===== config.mk =====
export PLATFORM = sky130hd
export DESIGN_NAME = multicycle_alu
export DESIGN_NICKNAME = d
export VERILOG_FILES = /design/src/rtl/multicycle_alu.sv
export SDC_FILE = /design/constraint.sdc
export NUM_CORES = 1
export LEC_CHECK = 0
export CAP_MARGIN = 20
export CORE_MARGIN = 1
export CORE_UTILIZATION = 40
export CTS_BUF_LIST = sky130_fd_sc_hd__clkbuf_8
export CTS_CLUSTER_SIZE = 40
export DETAILED_ROUTE_END_ITERATION = 12
export REMOVE_ABC_BUFFERS = 1
export SLEW_MARGIN = 25
export SYNTH_ARGS = -nofsm -noshare
export SYNTH_HDL_FRONTEND = slang
export SYNTH_SLANG_ARGS = --single-unit

===== constraint.sdc =====
create_clock -name clk -period 10.2 [get_ports clk]
set_clock_uncertainty 0.1 [all_clocks]
set_input_delay 3.06 -clock clk [delete_from_list [all_inputs] [get_ports clk]]
set_output_delay 3.06 -clock clk [all_outputs]
set_load 0.02 [all_outputs]

===== src/rtl/multicycle_alu.sv =====
// Multicycle signed ALU: single-cycle add/sub/logic ops, W-iteration shift-add multiply
// and restoring divide, with a valid/ready handshake on both sides.
module multicycle_alu #(
    parameter int unsigned W = 16
) (
    input  logic           clk,
    input  logic           rst_n,
    input  logic           in_valid,
    output logic           in_ready,
    input  logic [W-1:0]   a,
    input  logic [W-1:0]   b,
    input  logic [3:0]     ctrl,
    output logic           out_valid,
    input  logic           out_ready,
    output logic [2*W-1:0] result,
    output logic           div0,
    output logic           illegal
);
    localparam int unsigned     CntW    = $clog2(W + 1);
    localparam logic [CntW-1:0] CntLast = CntW'(W - 1);

    localparam logic [3:0] OpAdd  = 4'd0;
    localparam logic [3:0] OpSub  = 4'd1;
    localparam logic [3:0] OpMul  = 4'd2;
    localparam logic [3:0] OpDiv  = 4'd3;
    localparam logic [3:0] OpAnd  = 4'd4;
    localparam logic [3:0] OpOr   = 4'd5;
    localparam logic [3:0] OpUadd = 4'd6;

    typedef enum logic [1:0] {StIdle, StCalc, StDone} state_e;

    state_e          state_q, state_d;
    logic [W-1:0]    a_q, a_d, b_q, b_d;
    logic [3:0]      ctrl_q, ctrl_d;
    logic [CntW-1:0] cnt_q, cnt_d;
    logic [2*W-1:0]  acc_q, acc_d;       // mul: partial product; div: partial remainder
    logic [2*W-1:0]  mcand_q, mcand_d;   // mul: shifted multiplicand; div: divisor magnitude
    logic [W-1:0]    mplier_q, mplier_d; // mul: multiplier; div: dividend shifting into quotient
    logic [2*W-1:0]  result_q, result_d;
    logic            div0_q, div0_d, illegal_q, illegal_d;

    logic           accept, last_iter, res_neg;
    logic [W:0]     sum_s, dif_s, sum_u;
    logic [W-1:0]   and_r, or_r, a_mag, b_mag;
    logic [2*W-1:0] acc_next, mul_res, div_res;
    logic [W:0]     rem_sh, dsr, rem_new;
    logic           rem_ge;
    logic [W-1:0]   quo_new, q_fix, r_fix;

    // State register
    always_ff @(posedge clk or negedge rst_n) begin
        if (!rst_n) begin
            state_q <= StIdle;
        end else begin
            state_q <= state_d;
        end
    end

    // Next-state logic
    always_comb begin
        state_d = state_q;
        unique case (state_q)
            StIdle: begin
                if (in_valid) begin
                    state_d = (ctrl == OpMul || ctrl == OpDiv) ? StCalc : StDone;
                end
            end
            StCalc: begin
                if (cnt_q == CntLast) begin
                    state_d = StDone;
                end
            end
            StDone: begin
                if (out_ready) begin
                    state_d = StIdle;
                end
            end
            default: state_d = StIdle;
        endcase
    end

    // Outputs
    always_comb begin
        in_ready  = (state_q == StIdle);
        out_valid = (state_q == StDone);
        result    = result_q;
        div0      = div0_q;
        illegal   = illegal_q;
    end

    // Datapath
    always_comb begin
        accept    = (state_q == StIdle) && in_valid;
        last_iter = (cnt_q == CntLast);
        res_neg   = a_q[W-1] ^ b_q[W-1];

        sum_s = {a[W-1], a} + {b[W-1], b};
        dif_s = {a[W-1], a} - {b[W-1], b};
        sum_u = {1'b0, a} + {1'b0, b};
        and_r = a & b;
        or_r  = a | b;
        a_mag = a[W-1] ? (~a + 1'b1) : a;
        b_mag = b[W-1] ? (~b + 1'b1) : b;

        acc_next = acc_q + (mplier_q[0] ? mcand_q : '0);
        mul_res  = res_neg ? (~acc_next + 1'b1) : acc_next;

        rem_sh  = {acc_q[W-1:0], mplier_q[W-1]};
        dsr     = {1'b0, mcand_q[W-1:0]};
        rem_ge  = (rem_sh >= dsr);
        rem_new = rem_ge ? (rem_sh - dsr) : rem_sh;
        quo_new = {mplier_q[W-2:0], rem_ge};
        q_fix   = res_neg ? (~quo_new + 1'b1) : quo_new;
        r_fix   = a_q[W-1] ? (~rem_new[W-1:0] + 1'b1) : rem_new[W-1:0];
        div_res = (b_q == '0) ? {a_q, {W{1'b1}}} : {r_fix, q_fix};

        a_d       = a_q;
        b_d       = b_q;
        ctrl_d    = ctrl_q;
        cnt_d     = cnt_q;
        acc_d     = acc_q;
        mcand_d   = mcand_q;
        mplier_d  = mplier_q;
        result_d  = result_q;
        div0_d    = div0_q;
        illegal_d = illegal_q;

        if (accept) begin
            a_d       = a;
            b_d       = b;
            ctrl_d    = ctrl;
            cnt_d     = '0;
            div0_d    = 1'b0;
            illegal_d = 1'b0;
            case (ctrl)
                OpAdd:  result_d = {{(W-1){sum_s[W]}}, sum_s};
                OpSub:  result_d = {{(W-1){dif_s[W]}}, dif_s};
                OpAnd:  result_d = {{W{and_r[W-1]}}, and_r};
                OpOr:   result_d = {{W{or_r[W-1]}}, or_r};
                OpUadd: result_d = {{(W-1){1'b0}}, sum_u};
                OpMul: begin
                    acc_d    = '0;
                    mcand_d  = {{W{1'b0}}, a_mag};
                    mplier_d = b_mag;
                end
                OpDiv: begin
                    acc_d    = '0;
                    mcand_d  = {{W{1'b0}}, b_mag};
                    mplier_d = a_mag;
                end
                default: begin
                    result_d  = '0;
                    illegal_d = 1'b1;
                end
            endcase
        end else if (state_q == StCalc) begin
            cnt_d = cnt_q + 1'b1;
            if (ctrl_q == OpDiv) begin
                acc_d    = {{(W-1){1'b0}}, rem_new};
                mplier_d = quo_new;
                if (last_iter) begin
                    result_d = div_res;
                    div0_d   = (b_q == '0);
                end
            end else begin
                acc_d    = acc_next;
                mcand_d  = mcand_q << 1;
                mplier_d = mplier_q >> 1;
                if (last_iter) begin
                    result_d = mul_res;
                end
            end
        end
    end

    always_ff @(posedge clk or negedge rst_n) begin
        if (!rst_n) begin
            a_q       <= '0;
            b_q       <= '0;
            ctrl_q    <= '0;
            cnt_q     <= '0;
            acc_q     <= '0;
            mcand_q   <= '0;
            mplier_q  <= '0;
            result_q  <= '0;
            div0_q    <= 1'b0;
            illegal_q <= 1'b0;
        end else begin
            a_q       <= a_d;
            b_q       <= b_d;
            ctrl_q    <= ctrl_d;
            cnt_q     <= cnt_d;
            acc_q     <= acc_d;
            mcand_q   <= mcand_d;
            mplier_q  <= mplier_d;
            result_q  <= result_d;
            div0_q    <= div0_d;
            illegal_q <= illegal_d;
        end
    end

endmodule

==> metrics.csv <==
metric,value,unit
Total GRT Usage,27.4,%
share of cells above drive strength 1,5.38,%
hpwl dp,39.9,mm
initial antenna violation count,0,
Die Width,195,um
total CTS buffers,17,
worst hold path class,register to register,
Core ar.,0.0366,mm2
CP Class,input port to register,
ys flop type,dfrtp_1,
register share of total power,20.3,%
Max-cap violations,0,
area growth from synthesis to layout,9.72,%
"Cell Area, Placed",0.0159,mm2
DRT iter0 DRCs,1311,
worst hold slack,0.389,ns
fin crit share,69.6,%
H-tree depth,4,
via count,14600,
Routed wire per std cell,21.6,um
Final Setup Violations,0,
Clock Latency Late Sink,0.49,ns
slew margin rel.,33.5,%
Clock transition at path regs,0.10,ns
"Req. time, crit path",10.52,ns
power share of the combinational group,70.3,%
number of distinct library cells after synthesis,94,
gpl congestion,0.935,
vias per cell,6.09,
chip height,195,um
largest net degree at the start of global routing,64,
initial core utilization,40.6,%
DRT antenna net count,0,
clock root buffer,clkbuf_8,
Critical R2R Launch,mplier_q[0],
peak supply drop,0.149,mV
pre-CTS setup slack,2.68,ns
CTS resizes,0,
Worst Hold Path EP,ctrl_q[2],
"critical path fanouts, max",17,
Setup crit start kind,input port,
"top cells by count, synth","nand2_1, nor2_1, a21oi_1",
count of clock tree sinks,157,
wire length of the first global-routing pass,81.1,mm
switch share,53.9,%
register area share after synthesis,26.4,%
die area,0.0380,mm2
final instance area,0.0163,mm2
Syn Inst Count,1922,
top cell type's share of synthesized area,26.4,%
TritonRoute pass-1 iters,5,
Sum Neg Setup Slack,0,ns
YS warnings,0,
P_leak,7.06,nW
CTS tree,built,
P_int,2.46,mW
"area leader, netlist",dfrtp_1,
DRC viols,0,
Post-Syn Area,0.0149,mm2
RSZ-0062 raised after global routing,false,
Ant. Diodes,0,
vias in the first global route,13900,
Critical Path AT,7.42,ns
Yosys reg bits,157,
Layout Nets,2067,
ys async rst share,100,%
CTS Buffer Depth,2,
number of flops mapped to enable cells by yosys,0,
clock share of power,9.4,%
Port Buf Inserts,75,
worst reg-to-reg setup slack,4.39,ns
"top cells by area, synth","dfrtp_1, ha_1, a21oi_1",
drt total wl,52.0,mm
FMAX,141,MHz
r2r endpoint,result[22],
GR Overflow Total,0,
Reg2Reg Depth,14,
pwr/cell area,327,mW/mm2
Psw,2.88,mW
# Post-CTS Setup Buffers,0,
post-layout min period,7.10,ns
Setup crit end kind,register,
Least-Margin Pin Slew,0.994,ns
final-report max-slew violation count,0,
I/O pin count,76,
outcome,completed,
leading cell type by number of instances after synthesis,nand2_1,
hold path depth,2,
hold path start,ctrl_q[2],
Worst Slack Setup Final,3.10,ns
Final Hold Vio Count,0,
hold bufs inserted after CTS,0,
synthesized area per cell,7.74,um2
site row count,70,
-- worst max path at each step --
stage,from,slack (ns),cells past startpoint,end
after detailed placement,b[0],2.68,13,result[29]
after global routing,b[0],2.93,13,result[29]
after floorplan,in_valid,2.64,5,mcand_q[10]
after global placement,b[0],2.69,13,result[25]
final,b[0],3.10,13,result[29]
after CTS,b[0],3.19,14,result[26]
-- power by group through the flow --
stage          sequential (mW)  clock, mW  combinational, mW
2_1_floorplan             1.07          0               2.51
3_3_place_gp              1.09          0               3.63
3_5_place_dp              1.09          0               3.66
4_1_cts                   1.08      0.509               3.69
5_1_grt                   1.11      0.535               4.08
6_report                  1.08      0.502               3.76
-- critical path, stage by stage --
cell             delay (ns)
clkdlybuf4s50_1        0.52
ha_1                   0.29
fa_1                   0.45
a211oi_1               0.27
o21bai_1               0.14
a21o_1                 0.22
a21o_1                 0.22
o41a_1                 0.39
a211o_1                0.35
or3_1                  0.33
a32oi_2                0.81
a41oi_1                0.14
a41oi_2                0.23
-- sequential cells by signal (all words and copies together) (netlist names) --
register and cells:
mcand_q 32, ctrl_q 4, acc_q 32, state_q 2, result 32, b_q 16
cnt_q 5, illegal 1, mplier_q 16, a_q 16, div0 1
-- metrics by stage --
step           cells  util, %  total power, mW
2_1_floorplan   1805        -             3.58
3_3_place_gp    2370     43.5             4.72
3_5_place_dp    2370     43.5             4.75
4_1_cts         2402     44.6             5.28
5_1_grt         2402     44.6             5.72
6_report        2402     44.6             5.34
-- routing by layer --
metal	GRT usage (%)	vias up	routed length [um]
met5	0	-	0
met3	2.76	72	2510
met2	45.7	503	24400
met1	36.7	7071	23500
met4	10.2	0	1540
li1	-	6990	-
-- cells by family (layout without fill, tap and decap cells) --
kind of cell	Yosys count	in the layout	share of synthesized area, %
buf+inv	199	211	5.53
xor+xnor	111	111	6.58
simple gates	654	654	20.6
fa+ha+maj	106	106	9.12
flops	157	157	26.4
mux	24	24	1.65
compound gates	671	671	30.1
-- cell type report --
cell class                      count  area (um2)
Clock buffer                       19         262
Clock inverter                     13         141
Tap cell                          468         586
Inverter                           82         308
Sequential cell                   157        3930
Fill cell                        3712       20300
Timing Repair Buffer               97         917
Multi-Input combinational cell   1566       10200
-- placed cells by master (no fill, tap or decap), types with 35 or more instances in the layout --
| cell | synthesis | routed |
|---|---|---|
| inv_1 | 80 | 81 |
| a21oi_1 | 194 | 193 |
| nor2_1 | 202 | 201 |
| xnor2_1 | 75 | 74 |
| dfrtp_1 | 157 | 157 |
| xor2_1 | 35 | 35 |
| a211oi_1 | 43 | 42 |
| o21ai_0 | 142 | 142 |
| ha_1 | 102 | 102 |
| nand2_1 | 222 | 221 |
| clkdlybuf4s50_1 | 0 | 74 |
| a21o_1 | 35 | 35 |
| nor3_1 | 37 | 37 |
Note: power is estimated with default switching activity, not from simulation.
==> RTL change 1 (same settings) <==
Make the reset (`rst_n`) synchronous in 2 clocked blocks.
--- a/src/rtl/multicycle_alu.sv
+++ b/src/rtl/multicycle_alu.sv
@@ -49,5 +49,5 @@
 
     // State register
-    always_ff @(posedge clk or negedge rst_n) begin
+    always_ff @(posedge clk) begin
         if (!rst_n) begin
             state_q <= StIdle;
@@ -174,5 +174,5 @@
     end
 
-    always_ff @(posedge clk or negedge rst_n) begin
+    always_ff @(posedge clk) begin
         if (!rst_n) begin
             a_q       <= '0;
Behaviour: differs if rst_n is asserted again (counterexample within 4 cycles, from zero or initial values and one cycle with rst_n low); with rst_n held inactive, the same outputs for 4 cycles.
==> RTL change 1 against the unedited design <==
  * Area after synthesis up 0.60%
  * Register-to-register slack better by 0.81 ns
  * Via count up 4.6%
  * Hold slack worse by 0.018 ns
  * Final area up 0.91%
  * Sequential cell count unchanged
  * Worst setup slack better by 0.017 ns
  * Count of clock-buffer cells in the layout down 2
  * Sequential share of layout area down 5.0 points
  * Wire length up 5.8%
  * Critical path type unchanged
  * Critical endpoint is now result[26]$_SDFFE_PN0P_
  * Highest routed layer unchanged
Power is not compared: it rests on default switching activity, and its combinational part moved more than twofold at a synthesized area within 25%.
==> RTL change 1: results (changes against the unedited design) <==
layout cells sized above 1=6.03% (was 5.38%); Slew headroom=27.6% (was 33.5%); pin count of the biggest net entering global routing=87 (was 64); Synth Flop Type=dfxtp_1 (was dfrtp_1); post-synthesis sequential area ratio=21.0% (was 26.4%); Pre-antenna DRT Iters=6 (was 5); Cell variety after synth=102 (was 94); DR iter-0 viols=1444 (was 1311); vias in the first global route=14100 (was 13900); hold_ws=0.371 ns (was 0.389 ns); R2R cell count=13 (was 14); post-cts gate resize count=0 (unchanged); first-pass GRT wire length=83800 µm (was 81100 µm); reg-to-reg startpoint=acc_q[1]$_SDFFE_PN0P_ (was mplier_q[0]$_DFFE_PN0P_); remaining global-route overflow=0 (unchanged); async set-reset flop share out of synthesis=0% (was 100%); Hold Startpoint=b_q[2]$_SDFFE_PN0P_ (was ctrl_q[2]$_DFFE_PN0P_); GR Layer Usage met2=46.0% (was 45.7%); Syn Inst Count=2007 (was 1922); final net count=2138 (was 2067); All-Layer GR Usage=28.5% (was 27.4%); initial antenna violation count=0 (unchanged); clock buffer count from CTS=17 (unchanged); number of flops mapped to enable cells by yosys=0 (unchanged); Place WS=2.71 ns (was 2.68 ns); worst r2r dst=result[26]$_SDFFE_PN0P_ (was result[22]$_DFFE_PN0P_); Worst Hold End=b_q[2]$_SDFFE_PN0P_ (was ctrl_q[2]$_DFFE_PN0P_); CP max FO=7 (was 17); register area=3140 µm² (was 3930 µm²); crit path DAT=7.45 ns (was 7.42 ns); met1 Usage GRT=38.0% (was 36.7%); status=complete, no violations (unchanged); DRT Wirelength=55000 µm (was 52000 µm); drt wl/cell=22.2 µm (was 21.6 µm); fill count=3775 (was 3712); synth cell count leaders=nand2_1 (225), nor2_1 (175), dfxtp_1 (157), o21ai_0 (131), a21oi_1 (126) (was nand2_1 (222), nor2_1 (202), a21oi_1 (194), dfrtp_1 (157), o21ai_0 (142)); DP Cell Count=2441 (was 2370); Placed Area=16000 µm² (was 15900 µm²); slowest stage delay, CP=0.58 ns (was 0.81 ns); Worst-Skew Late Latency=0.54 ns (was 0.49 ns); P_sw=0.808 mW; worst min path class=flip-flop to flip-flop (unchanged); GPL Wtd Cong=0.946 (was 0.935); DR vias=15300 (was 14600); VDD IR-drop max=0.0891 mV; Slowest cell on crit path=clkdlybuf4s50_1 (was a32oi_2); met3 Usage GRT=4.21% (was 2.76%); dpl hpwl=41300 µm (was 39900 µm); CTS clk-pin slew, worst paths=0.13 ns (was 0.10 ns); top post-synthesis cells by area=dfxtp_1 (21%), ha_1 (8.5%), nand2_1 (5.6%) (was dfrtp_1 (26%), ha_1 (8.6%), a21oi_1 (6.5%)); r2r setup slk=5.20 ns (was 4.39 ns)
-- RTL change 1: cell count changes in the layout (fill, tap and decap cells not counted), moves of 12 or more --
cell / delta
a21boi_0: +39
a22oi_1: +36
o211a_1: +12
nor2_1: -29
a21oi_1: -67
nor2b_1: +51
dfxtp_1: +157
dfrtp_1: -157
a221oi_1: -12
o211ai_1: +23
a22o_1: -28
-- RTL change 1: layout make-up --
| class | count | area share [%] |
|---|---|---|
| inverters | 91 | 2.07 |
| well taps | 468 | 3.55 |
| flip-flops and latches | 157 | 19.1 |
| clock inverters | 15 | 1.28 |
| repair buffers | 97 | 5.54 |
| multi-input cells | 1628 | 67.1 |
| clock buffers | 17 | 1.42 |
-- RTL change 1: cells by family after synthesis --
group                    count (synthesis)  share of synthesized area, %
AND/OR/NAND/NOR                        687                          22.8
multiplexers                            33                          2.24
AO/OA/AOI/OAI                          689                          32.5
flip-flops                             157                          21.0
buffers and inverters                  222                          5.70
XOR/XNOR                               113                          6.66
adder cells (fa/ha/maj)                106                          9.06
-- RTL change 1: layer usage --
layer  up-vias  wire (µm)
met4         0       2180
met5         -          0
met1      7399      24500
met3       100       3320
met2       521      24900
li1       7283          -
-- RTL change 1: how the worst max path moves through the flow --
stage | start | endpoint | slack [ns] | cells past startpoint
2_1_floorplan | in_valid | mcand_q[10]$_SDFFE_PN0P_ | 3.38 | 4
3_3_place_gp | a[0] | result[26]$_SDFFE_PN0P_ | 2.70 | 14
3_5_place_dp | a[0] | result[26]$_SDFFE_PN0P_ | 2.71 | 14
4_1_cts | a[0] | result[26]$_SDFFE_PN0P_ | 3.25 | 14
5_1_grt | b[0] | result[26]$_SDFFE_PN0P_ | 2.84 | 14
6_report | b[0] | result[26]$_SDFFE_PN0P_ | 3.12 | 14
==> RTL change 2 (same flow settings) <==
Without the edit above. Change the parameter `W` from 16 to 32.
--- a/src/rtl/multicycle_alu.sv
+++ b/src/rtl/multicycle_alu.sv
@@ -2,5 +2,5 @@
 // and restoring divide, with a valid/ready handshake on both sides.
 module multicycle_alu #(
-    parameter int unsigned W = 16
+    parameter int unsigned W = 32
 ) (
     input  logic           clk,
Ports: changed (resized a, b and result); port bits go from 76 to 140. The function was not compared with the original's and may differ.
==> RTL change 2 against the unedited design <==
  * Final area is 100% higher
  * Wire length is 130% higher
  * Synthesized cell count is 100% higher
  * Sequential share of layout area is 1.1 points lower
  * Total power is 110% higher
  * Worst setup slack worse by 0.72 ns
  * Critical endpoint is now result[38]$_DFFE_PN0P_
  * Highest routed layer is now met5
  * Area after synthesis is 99% higher
  * Sequential cell count is 145 higher
  * Non-clock buffer count is 88 higher
  * Global-route usage is 4.0 points higher
  * The flow now finishes with violations (DRC)
==> RTL change 2: results (changes against the unedited design) <==
Clock Buffer Count=78 (was 19); Place WS=1.85 ns (was 2.68 ns); inverters=178 (was 82); top post-synthesis cells by area=dfrtp_1 (26%), ha_1 (8.3%), a21oi_1 (7.0%) (was dfrtp_1 (26%), ha_1 (8.6%), a21oi_1 (6.5%)); FMAX=128 MHz (was 141 MHz); worst-case clock buffer depth=3 (was 2); All-Layer GR Usage=31.5% (was 27.4%); R2R cell count=21 (was 14); fill count=7557 (was 3712); ANT cells=1 (was 0); DR DRC count=6 (was 0); met3 Usage GRT=4.52% (was 2.76%); pin count of the biggest net entering global routing=115 (was 64); metal2 WL=53200 µm (was 24400 µm); PortBufs=139 (was 75); Slowest cell on crit path=a211o_1 (was a32oi_2); Non-clk bufs=185 (was 97); final net count=4196 (was 2067); failing checks=DRC; #MultiIn Comb=3195 (was 1566); WL met3=9180 µm (was 2510 µm); multi-input gate share of total cell area=62.2% (was 62.4%); status=finished with violations (was complete, no violations); Compound-Gate Fraction of Synth Area=31.4% (was 30.1%); reg-to-reg startpoint=mplier_q[31]$_DFFE_PN0P_ (was mplier_q[0]$_DFFE_PN0P_); clock buffer count from CTS=61 (was 17); initial antenna violation count=4 (was 0); hold_ws=0.381 ns (was 0.389 ns); r2r setup slk=3.04 ns (was 4.39 ns); leak pwr=14.1 nW (was 7.06 nW); clock-cell share of area=3.73% (was 2.47%); non-clk buf share=5.34% (was 5.62%)
-- RTL change 2: through the flow --
stage / total power, mW / instances / util [%] / area [µm²]
2_1_floorplan: 7.27 / 3675 / - / 28500
3_3_place_gp: 9.94 / 4819 / 43.3 / 31600
3_5_place_dp: 9.92 / 4819 / 43.3 / 31600
4_1_cts: 11.3 / 4926 / 44.9 / 32800
5_1_grt: 12.2 / 4927 / 44.9 / 32800
6_report: 11.5 / 4927 / 44.9 / 32800
-- RTL change 2: critical path, delay by kind of cell --
kind	cells	cell delay (ns)
buffers and inverters	2	0.89
AOI/OAI and AO/OA	12	3.59
adders and majority gates	2	0.73
-- RTL change 2: report_power, final --
part	switching, mW	internal (mW)	leakage (nW)
Sequential	0.502	1.64	3.72
Combinational	5.21	2.80	9.63
Clock	0.609	0.704	0.715
